===== config.mk =====
export PLATFORM = sky130hd
export DESIGN_NAME = vram_bus_arbiter
export DESIGN_NICKNAME = d
export VERILOG_FILES = /design/src/rtl/vram_bus_pkg.sv /design/src/rtl/vram_arb_priority.sv /design/src/rtl/vram_bus_arbiter.sv
export SDC_FILE = /design/constraint.sdc
export NUM_CORES = 1
export LEC_CHECK = 0
export ABC_AREA = 1
export CELL_PAD_IN_SITES_DETAIL_PLACEMENT = 0
export CELL_PAD_IN_SITES_GLOBAL_PLACEMENT = 2
export CORE_AREA = 4 4 107 109
export CTS_BUF_LIST = sky130_fd_sc_hd__clkbuf_4
export DETAILED_ROUTE_END_ITERATION = 16
export DIE_AREA = 0 0 111 113
export PLACE_DENSITY_LB_ADDON = 0.1
export SLEW_MARGIN = 20
export SYNTH_ARGS = -nofsm -noshare
export SYNTH_HDL_FRONTEND = slang
export SYNTH_SLANG_ARGS = --single-unit

===== constraint.sdc =====
create_clock -name clk_i -period 1.48 [get_ports clk_i]
set_input_delay 0.37 -clock clk_i [delete_from_list [all_inputs] [get_ports clk_i]]
set_output_delay 0.37 -clock clk_i [all_outputs]
set_load 0.02 [all_outputs]

===== src/rtl/vram_bus_pkg.sv =====
// Shared encodings for the VRAM bus arbiter: FSM states, owner codes, default widths.
// Latency: n/a (declarations only).
// Backpressure: n/a.
package vram_bus_pkg;

  localparam int DEF_ADDR_WIDTH   = 16;
  localparam int DEF_DATA_WIDTH   = 8;

  // Wide enough for MEM_LATENCY up to 7 and CPU_MAX_WAIT up to 15.
  localparam int LAT_CNT_WIDTH    = 3;
  localparam int STARVE_CNT_WIDTH = 4;

  localparam logic [1:0] BUS_IDLE   = 2'd0;
  localparam logic [1:0] BUS_ACCESS = 2'd1;
  localparam logic [1:0] BUS_DONE   = 2'd2;

  localparam logic OWNER_CHRONI = 1'b0;
  localparam logic OWNER_CPU    = 1'b1;

endpackage


===== src/rtl/vram_arb_priority.sv =====
// Grant decision between Chroni and CPU: fixed Chroni priority with a CPU starvation guard.
// Latency: owner_o is combinational from the requests; the starve counter updates on idle cycles.
// Backpressure: none; the owner is only acted on when idle_i is high.
//
// Ports:
//   clk_i, reset_i   clock, synchronous active-high reset
//   chroni_req_i     Chroni read request (level)
//   cpu_req_i        CPU request (level)
//   idle_i           arbiter is in IDLE this cycle (grant opportunity)
//   owner_o          requester that wins if a grant happens this cycle
module vram_arb_priority
  import vram_bus_pkg::*;
#(
  parameter int CPU_MAX_WAIT = 4
) (
  input  logic clk_i,
  input  logic reset_i,
  input  logic chroni_req_i,
  input  logic cpu_req_i,
  input  logic idle_i,
  output logic owner_o
);

  localparam logic [STARVE_CNT_WIDTH-1:0] MAX_WAIT = STARVE_CNT_WIDTH'(CPU_MAX_WAIT);

  logic [STARVE_CNT_WIDTH-1:0] starve_q, starve_d;

  // CPU wins when it is alone, or when Chroni has beaten it MAX_WAIT times in a row.
  always_comb begin
    owner_o = OWNER_CHRONI;
    if (cpu_req_i && (!chroni_req_i || (starve_q == MAX_WAIT))) begin
      owner_o = OWNER_CPU;
    end
  end

  // Counts Chroni grants taken while the CPU was waiting; saturates so the
  // forced CPU grant stays armed until it actually happens.
  always_comb begin
    starve_d = starve_q;
    if (idle_i) begin
      if (!cpu_req_i || (owner_o == OWNER_CPU)) begin
        starve_d = '0;
      end else if (starve_q != MAX_WAIT) begin
        starve_d = starve_q + 1'b1;
      end
    end
  end

  always_ff @(posedge clk_i) begin
    if (reset_i) begin
      starve_q <= '0;
    end else begin
      starve_q <= starve_d;
    end
  end

endmodule


===== src/rtl/vram_bus_arbiter.sv =====
// Shares one synchronous VRAM port between Chroni (read-only) and the CPU (read/write).
// Latency: read ack at grant+MEM_LATENCY+1 cycles, write ack at grant+2 cycles.
// Backpressure: level req / one-cycle ack; a held req simply waits until the next IDLE cycle.
//
// Ports:
//   clk_i, reset_i                      clock, synchronous active-high reset
//   chroni_rd_req_i, chroni_addr_i      Chroni read request and address
//   chroni_rd_ack_o, chroni_data_o      Chroni ack pulse and held read data
//   cpu_req_i, cpu_we_i, cpu_addr_i,
//   cpu_wdata_i                         CPU request, direction, address, write data
//   cpu_ack_o, cpu_rdata_o              CPU ack pulse and held read data
//   mem_cs_o, mem_we_o, mem_addr_o,
//   mem_wdata_o, mem_rdata_i            VRAM port
//   busy_o                              high whenever a transaction is in flight
module vram_bus_arbiter
  import vram_bus_pkg::*;
#(
  parameter int ADDR_WIDTH   = DEF_ADDR_WIDTH,
  parameter int DATA_WIDTH   = DEF_DATA_WIDTH,
  parameter int MEM_LATENCY  = 2,
  parameter int CPU_MAX_WAIT = 4
) (
  input  logic                  clk_i,
  input  logic                  reset_i,
  input  logic                  chroni_rd_req_i,
  input  logic [ADDR_WIDTH-1:0] chroni_addr_i,
  output logic                  chroni_rd_ack_o,
  output logic [DATA_WIDTH-1:0] chroni_data_o,
  input  logic                  cpu_req_i,
  input  logic                  cpu_we_i,
  input  logic [ADDR_WIDTH-1:0] cpu_addr_i,
  input  logic [DATA_WIDTH-1:0] cpu_wdata_i,
  output logic                  cpu_ack_o,
  output logic [DATA_WIDTH-1:0] cpu_rdata_o,
  output logic                  mem_cs_o,
  output logic                  mem_we_o,
  output logic [ADDR_WIDTH-1:0] mem_addr_o,
  output logic [DATA_WIDTH-1:0] mem_wdata_o,
  input  logic [DATA_WIDTH-1:0] mem_rdata_i,
  output logic                  busy_o
);

  // Counter value on the last ACCESS cycle of a read, when mem_rdata is valid.
  localparam logic [LAT_CNT_WIDTH-1:0] LAT_LAST = LAT_CNT_WIDTH'(MEM_LATENCY - 1);

  logic [1:0]               state_q, state_d;
  logic [LAT_CNT_WIDTH-1:0] lat_cnt_q, lat_cnt_d;
  logic                     owner_q;
  logic                     we_q;
  logic [ADDR_WIDTH-1:0]    mem_addr_q;
  logic [DATA_WIDTH-1:0]    mem_wdata_q;
  logic [DATA_WIDTH-1:0]    chroni_data_q;
  logic [DATA_WIDTH-1:0]    cpu_rdata_q;

  logic idle;
  logic grant;
  logic grant_owner;
  logic rd_capture;

  assign idle       = (state_q == BUS_IDLE);
  assign grant      = idle && (chroni_rd_req_i || cpu_req_i);
  assign rd_capture = (state_q == BUS_ACCESS) && !we_q && (lat_cnt_q == LAT_LAST);

  vram_arb_priority #(
    .CPU_MAX_WAIT (CPU_MAX_WAIT)
  ) u_priority (
    .clk_i        (clk_i),
    .reset_i      (reset_i),
    .chroni_req_i (chroni_rd_req_i),
    .cpu_req_i    (cpu_req_i),
    .idle_i       (idle),
    .owner_o      (grant_owner)
  );

  // State register.
  always_ff @(posedge clk_i) begin
    if (reset_i) begin
      state_q <= BUS_IDLE;
    end else begin
      state_q <= state_d;
    end
  end

  // Next state. DONE never arbitrates, so a req still high there waits one
  // cycle and is then seen fresh in IDLE.
  always_comb begin
    state_d   = state_q;
    lat_cnt_d = lat_cnt_q;
    case (state_q)
      BUS_IDLE: begin
        lat_cnt_d = '0;
        if (chroni_rd_req_i || cpu_req_i) begin
          state_d = BUS_ACCESS;
        end
      end
      BUS_ACCESS: begin
        lat_cnt_d = lat_cnt_q + 1'b1;
        if (we_q || (lat_cnt_q == LAT_LAST)) begin
          state_d = BUS_DONE;
        end
      end
      BUS_DONE: begin
        state_d = BUS_IDLE;
      end
      default: begin
        state_d = BUS_IDLE;
      end
    endcase
  end

  // Outputs. Strobes decode from state so a reset drops them at the next edge;
  // only the owner recorded at grant can see the DONE-cycle ack.
  always_comb begin
    busy_o          = (state_q != BUS_IDLE);
    mem_cs_o        = (state_q == BUS_ACCESS);
    mem_we_o        = (state_q == BUS_ACCESS) && we_q;
    chroni_rd_ack_o = (state_q == BUS_DONE) && (owner_q == OWNER_CHRONI);
    cpu_ack_o       = (state_q == BUS_DONE) && (owner_q == OWNER_CPU);
    mem_addr_o      = mem_addr_q;
    mem_wdata_o     = mem_wdata_q;
    chroni_data_o   = chroni_data_q;
    cpu_rdata_o     = cpu_rdata_q;
  end

  // Datapath: request fields are sampled only at the grant; read data lands
  // only in the owner's register and only for reads.
  always_ff @(posedge clk_i) begin
    if (reset_i) begin
      lat_cnt_q     <= '0;
      owner_q       <= OWNER_CHRONI;
      we_q          <= 1'b0;
      mem_addr_q    <= '0;
      mem_wdata_q   <= '0;
      chroni_data_q <= '0;
      cpu_rdata_q   <= '0;
    end else begin
      lat_cnt_q <= lat_cnt_d;
      if (grant) begin
        owner_q <= grant_owner;
        if (grant_owner == OWNER_CPU) begin
          mem_addr_q  <= cpu_addr_i;
          mem_wdata_q <= cpu_wdata_i;
          we_q        <= cpu_we_i;
        end else begin
          mem_addr_q  <= chroni_addr_i;
          we_q        <= 1'b0;
        end
      end
      if (rd_capture) begin
        if (owner_q == OWNER_CHRONI) begin
          chroni_data_q <= mem_rdata_i;
        end else begin
          cpu_rdata_q <= mem_rdata_i;
        end
      end
    end
  end

endmodule


Word-level counts from Yosys, hierarchy flattened. Index checks and enable logic that the tools add are counted.

$add $sub $neg: 2. Multiply operators: 0. Divide/modulo/power cells: 0. $lt $le $gt $ge: 0. Eq/ne operators: 7. Shift-type cells: 0. Multiplexer cells: 9. Bitwise logic cells: 1. Reductions and logical operators: 23.

Operators by type and width (number): 16-bit 2-to-1 mux (1); 2-bit AND reduction (5); 4-bit 2-to-1 mux (2); 1-bit logical AND (7); 3-bit one-hot mux with 2 select lines (1); 2-bit nonzero test (3); 4-bit by 1-bit adder with 4-bit output (second input constant) (1); 4-bit by 3-bit == test with 1-bit output (second input constant) (1); 1-bit logical OR (4); 2-bit 2-to-1 mux (2); 2-bit by 1-bit != test with 1-bit output (second input constant) (2); 4-bit by 3-bit != test with 1-bit output (second input constant) (1); 2-bit one-hot mux with 2 select lines (1); 3-bit by 1-bit adder with 3-bit output (second input constant) (1); 3-bit by 1-bit == test with 1-bit output (second input constant) (1); 1-bit zero test (3); 2-bit by 1-bit == test with 1-bit output (second input constant) (1); 2-bit == test (second input constant) (1); 2-bit zero test (1); 1-bit 2-to-1 mux (2); 1-bit inverter (1).

Register bits after elaboration: 51. Latch bits: 0. RAM bits: 0. Memory bits (read-only): 0. Word-level logic and storage cells: 51. Memories kept: 0.

Depth between registers and ports, before layout.
Depth in word-level cells: 7. Gate-level depth with buffers: 10. Gate-level depth less buffers: 9.

Modules after synthesis. From an unflattened synthesis, not the netlist that was laid out.

Cells, all modules: 371. Area total of the unflattened synthesis: 2512.4 um2.

Modules (own cells, without submodules): vram_bus_arbiter (times used 1, cells an instance 343, area each 2302.2 um2, sequential area each 940.9 um2); vram_arb_priority (times used 1, cells an instance 28, area each 210.2 um2, sequential area each 80.1 um2).

Least setup slack after synthesis. No wires, ideal clock.

Path type: reg2out. Start: register owner_q. End: output chroni_rd_ack_o. Data arrival time: 1.023 ns. Required time: 1.110 ns. Setup slack: 0.087 ns. Cell stages (with the launch flop): 3. Path through: dfxtp_1 > clkbuf_1 > nor3_1.

Cells in the longest elaborated chain, start to end: 2.

RTL lines: from (decl) (line vram_bus_arbiter.sv:48) `logic owner_q;`; from (signal assigned) (line vram_bus_arbiter.sv:139) `owner_q <= grant_owner;`; 1-bit inverter (no source line); 1-bit logical AND (line vram_bus_arbiter.sv:117) `chroni_rd_ack_o = (state_q == BUS_DONE) && (owner_q == OWNER_CHRONI);`; to (decl) (line vram_bus_arbiter.sv:27) `output logic chroni_rd_ack_o,`.

Every way passes these cells.

Worst setup path after layout.
Start: register state_q[0]. End: register mem_wdata_q[3], in the netlist mem_wdata_o[3].

Cells in the longest elaborated chain, start to end: 3.

RTL lines: from (decl) (line vram_bus_arbiter.sv:46) `logic [1:0] state_q, state_d;`; from (signal assigned) (line vram_bus_arbiter.sv:80) `state_q <= state_d;`; 2-bit zero test (line vram_bus_arbiter.sv:60) `assign idle = (state_q == BUS_IDLE);`; 1-bit logical AND (line vram_bus_arbiter.sv:61) `assign grant = idle && (chroni_rd_req_i || cpu_req_i);`; 2-bit AND reduction (no source line); to (signal assigned) (line vram_bus_arbiter.sv:142) `mem_wdata_q <= cpu_wdata_i;`; to (decl) (line vram_bus_arbiter.sv:51) `logic [DATA_WIDTH-1:0] mem_wdata_q;`.

Every way passes these cells. A chain may end at the register's enable or synchronous reset.

==> metrics.md <==
| Metric | Value |
|---|---|
| Outcome | `finished, violations left` |
| Failing checks | `negative setup slack` |
| Ys flop type | `dfxtp_1` |
| Site row count | `38` |
| Largest area contributor in the synthesized netlist | `dfxtp_1` |
| Worst min path class | `register to register` |
| Leakage | `approximately 1.8 nW` |
| DRT Wirelength | `7603 um` |
| Post-DP HPWL | `about 5300 um` |
| CP Launch Type | `register` |
| Mapped Area | `approximately 2300 sq um` |
| Final Wtd Congestion | `around 0.73` |
| Clock latency on the worst-skew pair | `between 300 and 400 ps` |
| Worst IR Drop VDD | `399.0 uV` |
| Area Growth Syn to Fin | `69.12%` |
| CTS tree | `built` |
| Fin worst setup slack | `-19.93 ps` |
| Final Critical Period | `~1500 ps` |
| WP data arrival | `1780 ps` |
| Core ar. | `between 10,000 and 15,000 sq um` |
| First-pass GRT wire length | `~12,000 um` |
| Clk root buf | `clkbuf_4` |
| Fraction of layout cells with a size suffix above 1 | `0.2473` |
| Hold_ws | `roughly 470 ps` |
| Clock Sink Count | `roughly 50` |
| Via count | `around 2,500` |
| Hold bufs inserted after CTS | `0` |
| Chip Width | `roughly 110 um` |
| Post-synth EDFFs | `0` |
| Yosys cell types | `27` |
| Ant. Diodes | `0` |
| Starting density of the core | `0.2216` |
| Final Skew | `between 10 and 15 ps` |
| Top Ports | `98` |
| Syn Inst Count | `between 300 and 400` |
| Synth area leaders | `dfxtp_1 (43%), nand2_1 (12%), nor2_1 (8.6%)` |
| Register bit total from synthesis | `slightly above 50` |
| Final Net Count | `513` |
| IO buf count | `97` |
| CTS max path bufs | `2` |
| Setup-failing EPs final | `6` |
| Die area | `approximately 13,000 sq um` |
| Num CTS Buffers | `5` |
| Routed len/inst | `12.74 um` |
| Largest net degree at the start of global routing | `22` |
| RSZ-0062 raised after global routing | `true` |
| Area share of the leading cell type in the synthesized netlist | `0.4345` |
| FILL cells | `about 1,100` |
| Final Hold Violating Endpoints | `0` |
| Routed vias/inst | `between 4 and 5` |
| Height of the chip | `between 100 and 150 um` |
| Worst setup EP type | `register` |
| Iter 0 DRT Violations | `129` |
| GRT overflow | `0` |
| CP required | `between 1500 and 2000 ps` |
| Area of the multi-input gates | `1270 sq um` |
| Vias in the first global route | `between 2,000 and 2,500` |
| Ys Warns | `0` |
| Total power draw | `about 0.0036 W` |
| Clock-pin transition on the worst setup and hold timing paths | `160 ps` |
| GRT Total Usage | `0.1121` |
| FF/Latch Area | `1031 sq um` |
| H-tree depth | `2` |
| Post-synth top cells | `nand2_1 (73), nor2_1 (54), dfxtp_1 (51)` |
| Count leader, synth | `nand2_1` |
| Post-synthesis async set-or-reset flop share | `0` |
| Achievable Freq | `around 670 MHz` |
| Synthesized Nets | `~390` |
| Worst-margin pin slew | `about 300 ps` |
| Remaining antenna violation count | `0` |
| Power per standard cell area | `903.7 nW/um^2` |
| Initial antenna violation count | `0` |
| Crit-path max FO | `8` |
| Mean post-synth cell area | `between 7 and 8 sq um` |
| Final period utilization | `1.013` |
| Initial DRT Pass Iterations | `4` |
| Seq/Total Area, Yosys | `0.4345` |
| Final Max Slew Viols | `0` |
| Critical path class | `register to register` |
| Max-cap viol count | `0` |
| Slew headroom | `0.7998` |
| DRC violations left | `0` |
==> worst paths after layout <==
check | startpoint | to | slack [ps] | cells past startpoint
setup / recovery | state_q[0]$_SDFFE_PP0P_ | mem_wdata_o[3]$_SDFFE_PP0P_ | -20 | 10
hold / removal | lat_cnt_q[0]$_SDFFE_PP0P_ | lat_cnt_q[0]$_SDFFE_PP0P_ | 470 | 1
setup reg to reg | state_q[0]$_SDFFE_PP0P_ | mem_wdata_o[3]$_SDFFE_PP0P_ | -20 | 10
hold reg to reg | lat_cnt_q[0]$_SDFFE_PP0P_ | lat_cnt_q[0]$_SDFFE_PP0P_ | 470 | 1
==> metal layers <==
| metal | global-route usage | vias to the layer above | part of all wire |
|---|---|---|---|
| met5 | 0 | - | 0 |
| met4 | 0.02709 | 0 | 0.0079 |
| met3 | 0.04064 | 5 | 0.071 |
| met2 | 0.1731 | 70 | 0.45 |
| met1 | 0.1495 | 1084 | 0.47 |
| li1 | - | 1319 | - |
==> layout by cell type (no fill, tap or decap), types with 2 or more instances in the layout <==
| cell | count |
|---|---|
| nand2_1 | 70 |
| clkdlybuf4s50_1 | 52 |
| dfxtp_1 | 47 |
| nor2_1 | 39 |
| inv_1 | 32 |
| nand3_1 | 30 |
| clkdlybuf4s15_1 | 21 |
| buf_4 | 21 |
| a21oi_1 | 20 |
| nand4_1 | 19 |
| clkbuf_2 | 17 |
| nor2_2 | 13 |
| buf_6 | 12 |
| clkbuf_4 | 6 |
| buf_12 | 6 |
| nor2_4 | 5 |
| nand3_4 | 5 |
| nand3_2 | 4 |
| ha_1 | 4 |
| nand2_4 | 3 |
| inv_2 | 3 |
| nand2_2 | 3 |
| inv_4 | 2 |
| nor3_2 | 2 |
| xor2_1 | 2 |
| clkbuf_16 | 2 |
| dfxtp_2 | 2 |
| dlygate4sd2_1 | 2 |
| dfxtp_4 | 2 |
==> flip-flops by register name (all words and copies together), names as in the netlist <==
| signal | flops |
|---|---|
| we_q | 1 |
| lat_cnt_q | 3 |
| u_priority.starve_q | 4 |
| mem_wdata_o | 8 |
| cpu_rdata_o | 8 |
| mem_addr_o | 16 |
| owner_q | 1 |
| chroni_data_o | 8 |
| state_q | 2 |
==> cells by family (layout without fill, tap and decap cells) <==
group	Yosys count	in the layout	synth area share
AND/OR/NAND/NOR	195	197	0.3844
adder cells (fa/ha/maj)	4	4	0.02130
AO/OA/AOI/OAI	25	25	0.05591
flip-flops	51	51	0.4345
XOR/XNOR	2	2	0.007456
buffers and inverters	53	178	0.09638
==> what timing repair did <==
item,in CTS,in global routing
gates cloned,0,6
resized for setup,91,89
buffers inserted,0,7
setup endpoints to repair,45,80
pin swaps,1,21
==> through the flow <==
stage	std cells	utilization	TNS [ps]	cell area (sq um)	worst slack (ps)
after global routing	597	0.3748	-1466	3974	-110.8
after floorplan	330	-	0	2350	87.02
final	597	0.3748	-70.98	3974	-19.93
after detailed placement	576	0.3427	-7424	3633	-296.9
after CTS	584	0.3478	-216.2	3687	-62.26
after global placement	576	0.3427	-7090	3633	-294.2
==> report_power, final <==
part	switching (W)	total, W	internal [W]
Combinational	0.000685	0.00136	0.000674
Clock	0.000470	0.000673	0.000203
Sequential	0.0000723	0.00156	0.00149
==> critical path, cell delays in order (launching register included) <==
cell and delay (ps):
dfxtp_4 400, buf_6 120, inv_4 60, nand2_8 50
buf_6 130, nor2_8 130, buf_12 120, buf_12 100
nand3_4 130, nor2_1 130, nor2_1 50
==> area by class of cell <==
class                           instances  share of cell area
Timing Repair Buffer                  133              0.3262
Multi-Input combinational cell        228              0.3196
Sequential cell                        51              0.2594
Tap cell                              140             0.04408
Inverter                               37             0.03621
Clock buffer                            6             0.01134
Clock inverter                          2            0.003149
Power figures use the tool's default switching activity.
